<file path="src/rtl/factorial_inverse.sv">
// -----------------------------------------------------------------------------
// factorial_inverse
//
// Sequential inverse of a factorial encoder. For an OUT_W-bit operand it finds
// the largest n in [1, 2^N-1] with n! <= value, and reports that n together
// with a flag telling whether n! matches the operand exactly. A zero operand
// has no such n and is flagged as invalid without entering the search.
//
// The search walks upward from 1! and performs one multiply per clock, so the
// latency equals the result n (plus the accept edge).
//
// Parameters
//   N      width of the result; the result saturates at 2^N-1
//   OUT_W  width of the operand
//
// Ports
//   clk      rising-edge clock
//   rst_n    asynchronous active-low reset; aborts any search in progress
//   start    request pulse, sampled only while idle
//   value    operand, captured on the edge that accepts start
//   busy     high while a search is running
//   done     one-cycle pulse when number/exact/invalid carry a fresh result
//   number   largest n with n! <= value
//   exact    high when number! == value
//   invalid  high when the operand was zero
// -----------------------------------------------------------------------------
module factorial_inverse #(
   parameter int N     = 4,
   parameter int OUT_W = 32
) (
   input  logic             clk,
   input  logic             rst_n,
   input  logic             start,
   input  logic [OUT_W-1:0] value,
   output logic             busy,
   output logic             done,
   output logic [N-1:0]     number,
   output logic             exact,
   output logic             invalid
);

   typedef enum logic {
      IDLE = 1'b0,
      CALC = 1'b1
   } state_t;

   localparam logic [N-1:0]     N_MAX   = {N{1'b1}};
   localparam logic [N-1:0]     N_ONE   = N'(1);
   localparam logic [OUT_W-1:0] VAL_ONE = OUT_W'(1);

   // Registered state and its next-state counterparts
   state_t           state, state_next;
   logic [OUT_W-1:0] val_r, val_next;
   logic [OUT_W-1:0] prod, prod_next;
   logic [N-1:0]     n_r, n_next;
   logic [N-1:0]     number_next;
   logic             done_next;
   logic             exact_next;
   logic             invalid_next;

   // Datapath: next candidate factorial (n_r+1)! = prod * (n_r+1).
   // The multiplier operand is one bit wider than n_r so that n_r+1 cannot
   // wrap, and the product is kept at OUT_W+N bits, which holds any
   // OUT_W-bit value times a factor of at most 2^N without truncation.
   logic [N:0]         mult;
   logic [OUT_W+N-1:0] cand;
   logic               stop;

   always_comb begin
      mult = {1'b0, n_r} + {{N{1'b0}}, 1'b1};
      cand = {{N{1'b0}}, prod} * {{(OUT_W-1){1'b0}}, mult};
      // Stop either at the largest representable n or when the next
      // factorial would exceed the operand.
      stop = (n_r == N_MAX) || (cand > {{N{1'b0}}, val_r});
   end

   // State register and result registers
   always_ff @(posedge clk or negedge rst_n) begin
      if (!rst_n) begin
         state   <= IDLE;
         val_r   <= '0;
         prod    <= '0;
         n_r     <= '0;
         number  <= '0;
         done    <= 1'b0;
         exact   <= 1'b0;
         invalid <= 1'b0;
      end else begin
         state   <= state_next;
         val_r   <= val_next;
         prod    <= prod_next;
         n_r     <= n_next;
         number  <= number_next;
         done    <= done_next;
         exact   <= exact_next;
         invalid <= invalid_next;
      end
   end

   // Next-state and datapath control
   always_comb begin
      state_next   = state;
      val_next     = val_r;
      prod_next    = prod;
      n_next       = n_r;
      number_next  = number;
      exact_next   = exact;
      invalid_next = invalid;
      done_next    = 1'b0;

      unique case (state)
         IDLE: begin
            if (start) begin
               if (value == '0) begin
                  // No n satisfies n! <= 0: answer immediately.
                  number_next  = '0;
                  exact_next   = 1'b0;
                  invalid_next = 1'b1;
                  done_next    = 1'b1;
               end else begin
                  // Seed the search with 1! = 1; any nonzero operand
                  // satisfies it, so the result is at least 1.
                  val_next     = value;
                  prod_next    = VAL_ONE;
                  n_next       = N_ONE;
                  invalid_next = 1'b0;
                  state_next   = CALC;
               end
            end
         end

         CALC: begin
            if (stop) begin
               number_next = n_r;
               exact_next  = (prod == val_r);
               done_next   = 1'b1;
               state_next  = IDLE;
            end else begin
               // cand <= val_r here, so the upper N bits are zero.
               prod_next = cand[OUT_W-1:0];
               n_next    = n_r + N_ONE;
            end
         end

         default: begin
            state_next = IDLE;
         end
      endcase
   end

   assign busy = (state == CALC);

endmodule
</file>
<file path="config.mk">
export PLATFORM = sky130hd
export DESIGN_NAME = factorial_inverse
export DESIGN_NICKNAME = d
export VERILOG_FILES = /design/src/rtl/factorial_inverse.sv
export SDC_FILE = /design/constraint.sdc
export NUM_CORES = 1
export LEC_CHECK = 0
export ABC_CLOCK_PERIOD_IN_PS = 8760
export BUFFER_PORTS_ARGS = -buffer_cell sky130_fd_sc_hd__buf_2
export CORE_MARGIN = 5
export CORE_UTILIZATION = 39
export DETAILED_ROUTE_END_ITERATION = 10
export GPL_TIMING_DRIVEN = 0
export PLACE_DENSITY = 0.59
export SETUP_SLACK_MARGIN = 0.5
export SYNTH_ARGS = -nofsm -noshare
export SYNTH_HDL_FRONTEND = slang
export SYNTH_SLANG_ARGS = --single-unit
</file>
<file path="constraint.sdc">
create_clock -name clk -period 8.76 [get_ports clk]
set_clock_uncertainty 0.05 [all_clocks]
set_input_delay 0.438 -clock clk [delete_from_list [all_inputs] [get_ports clk]]
set_output_delay 0.438 -clock clk [all_outputs]
set_load 0.01 [all_outputs]
</file>
==> run_results.csv <==
group,metric,value,unit
critical_path,max_stage_delay,0.56,ns
job,drv_cap,0,
sta,tns,0,ns
grt,antenna_found_initial,1,
critical_path,endpoint_kind,"flop",
sta,drv_slew,0,
synthesis,ys.flop_type,"dfrtp_1",
sta,period_minus_slack,7.93,ns
synthesis,synth_seq_cells,76,
grt,grt_max_degree,46,
critical_path,worstSetupPathType,"reg2reg",
critical_path,cp_max_fo,10,
route,wirelength,27500,µm
critical_path,slowest_stage,"fa_1",
clocking,clock_path_buffers,2,
floorplanning,initial_utilization,39.3,%
clocking,clock_sinks,76,
floorplanning,die-area,27500,µm²
sta,finalHoldViolations,0,
layout,layout_common_cells,"159 x inv_1, 133 x nand2_1, 105 x and2_1",
power_and_ir_drop,ir_drop,0.231,mV
critical_path,cp.required,8.97,ns
route,vias,7770,
clocking,clkTransAtPathRegs,0.07,ns
sta,finalCritPeriodShare,90.6,%
route,drt_iter0_drc,506,
clocking,cts_max_level,3,
synthesis,async_reset_ff_share,100,%
layout,antennaDiodeCount,0,
layout,final_common_cell,"inv_1",
sta,max_slew.worst_pin.slew,1.05,ns
placement,detailed_place_hpwl,22200,µm
floorplanning,die_w,166,µm
hold_path,hp-class,"in2reg",
route,wl_per_cell,18.6,µm
placement,place_ws,-0.559,ns
placement,gp_congestion,0.933,
synthesis,syn_nets,1293,
synthesis,ys_warn_count,0,
synthesis,synth_edf_count,0,
floorplanning,die_h,166,µm
sta,rsz0062_at_grt,"no",
layout,multi_input_comb_area,6900,µm²
grt,grt_pass1_vias,7741,
floorplanning,core_area,24100,µm²
sta,fmax,126,MHz
clocking,clk_latency,0.35,ns
sta,relSlewSlack,29.3,%
clocking,cts-buffers-inserted,9,
synthesis,synth_area_per_cell,8.68,µm²
sta,setup_viol,0,
synthesis,ys_seq_area_share,20.1,%
route,drt_pass1_iterations,6,
layout,final_nets,1352,
route,drc,0,
clocking,cts_root_buffer,"clkbuf_16",
power_and_ir_drop,p_leak,0.00521,µW
grt,grt_pass1_wl,43800,µm
synthesis,syn_area,9480,µm²
critical_path,cp.arrival,8.15,ns
sta,setup_slack,0.828,ns
outcome,status,"finished clean",
layout,final_cells,1480,
clocking,cts_tree,"built",
grt,overflow,0,
route,drt-vias-per-instance,5.25,
floorplanning,std_cell_rows,57,
route,postRouteAntennaNets,0,
critical_path,startpoint_type,"flop",
sta,worst_hold_slack,0.286,ns
synthesis,netlist_instances,1092,
layout,register_area,1900,µm²
grt,grtUsageTotal,20.1,%
placement,dp.cells,1459,
power_and_ir_drop,power_density,372,nW/µm²
floorplanning,io_pins,43,
layout,fillers,2486,
layout,area_growth,12.1,%
layout,drive_above_1_share,13.1,%
synthesis,ys_types,64,
layout,fin_util,44.1,%
placement,io_buffers,42,
==> critical path: cells and delay by family (launching register included) <==
kind	cells	cell delay, ns
DFF	1	0.42
AOI/OAI and AO/OA	10	1.79
and+or+nand+nor	9	2.03
xor gates and xnor gates	1	0.30
adders and majority gates	6	2.48
buffers and inverters	5	0.75
==> through the flow <==
step                      total power [µW]  instance area (µm²)
after floorplan                       2560                 9480
after CTS                             3860                10500
after global routing                  4310                10600
final                                 3950                10600
after detailed placement              3370                10100
after global placement                3340                10100
==> per-layer routing <==
metal  track usage (%)  vias to the layer above  wire length, µm
li1                  -                     3681                -
met1              28.2                     3798            12300
met2              32.7                      262            12900
met3              4.24                       29             1870
met4              3.19                        0              358
met5                 0                        -                0
==> registers in the layout (all words and copies together), names as in the netlist <==
signal / count
number: 4
done: 1
busy: 1
exact: 1
val_r: 32
n_r: 4
prod: 32
invalid: 1
==> synth_stat cells (5+ instances only) <==
library cell | instances | share of area (%)
inv_1 | 159 | 6.3
nor3_1 | 14 | 0.74
dfrtp_1 | 76 | 20
nand2_1 | 133 | 5.3
nor4_1 | 13 | 0.86
nand3_1 | 10 | 0.53
a21oi_1 | 53 | 2.8
xnor2_1 | 46 | 4.2
nand4_1 | 22 | 1.5
nor2_1 | 21 | 0.83
o21a_1 | 8 | 0.63
o21ai_0 | 49 | 2.6
nand2b_1 | 31 | 2.0
o21ai_1 | 9 | 0.48
o211ai_1 | 5 | 0.40
a211oi_1 | 5 | 0.40
fa_1 | 89 | 19
a21o_1 | 14 | 1.1
xor2_1 | 17 | 1.6
and2_1 | 105 | 6.9
clkbuf_1 | 25 | 0.99
nor2b_1 | 13 | 0.86
ha_1 | 77 | 10
mux2_2 | 32 | 3.8
buf_2 | 6 | 0.32
==> repair_timing <==
| action | CTS | global route |
|---|---|---|
| endpoints found under the hold margin | 1 | 0 |
| buffers inserted | 0 | 4 |
| cloned | 0 | 0 |
| resized for setup | 12 | 32 |
| pin swaps | 0 | 4 |
| endpoints found under the setup margin | 43 | 37 |
| hold buffers | 1 | 0 |
==> power breakdown <==
group	internal (µW)	switching, µW
logic	1080	1700
registers	505	218
clock network	280	161
==> final timing paths <==
check                            end  startpoint  slack (ns)  cells past startpoint
setup reg to reg              n_r[2]      n_r[1]        0.83                     31
max in group asynchronous  val_r[11]       rst_n        7.52                      3
hold reg to reg              invalid     invalid        0.46                      2
min in group asynchronous  val_r[31]       rst_n        0.53                      2
setup / recovery              n_r[2]      n_r[1]        0.83                     31
hold / removal             val_r[30]   value[30]        0.29                      2
==> logic make-up after synthesis <==
family | synth area share (%)
DFF | 20.1
buffers and inverters | 8.01
adders and majority gates | 29.0
AOI/OAI and AO/OA | 11.5
xor gates and xnor gates | 5.99
muxes | 4.06
and+or+nand+nor | 21.4
==> final cells by class <==
class | instances | area share [%]
timing repair buffer | 48 | 2.64
sequential | 76 | 17.9
clock inverter | 7 | 1.14
inverter | 159 | 5.62
tap | 324 | 3.82
clock buffer | 9 | 2.12
buffer | 38 | 1.85
multi-input combinational | 819 | 64.9
No activity file was read; power rests on OpenSTA's default activity.
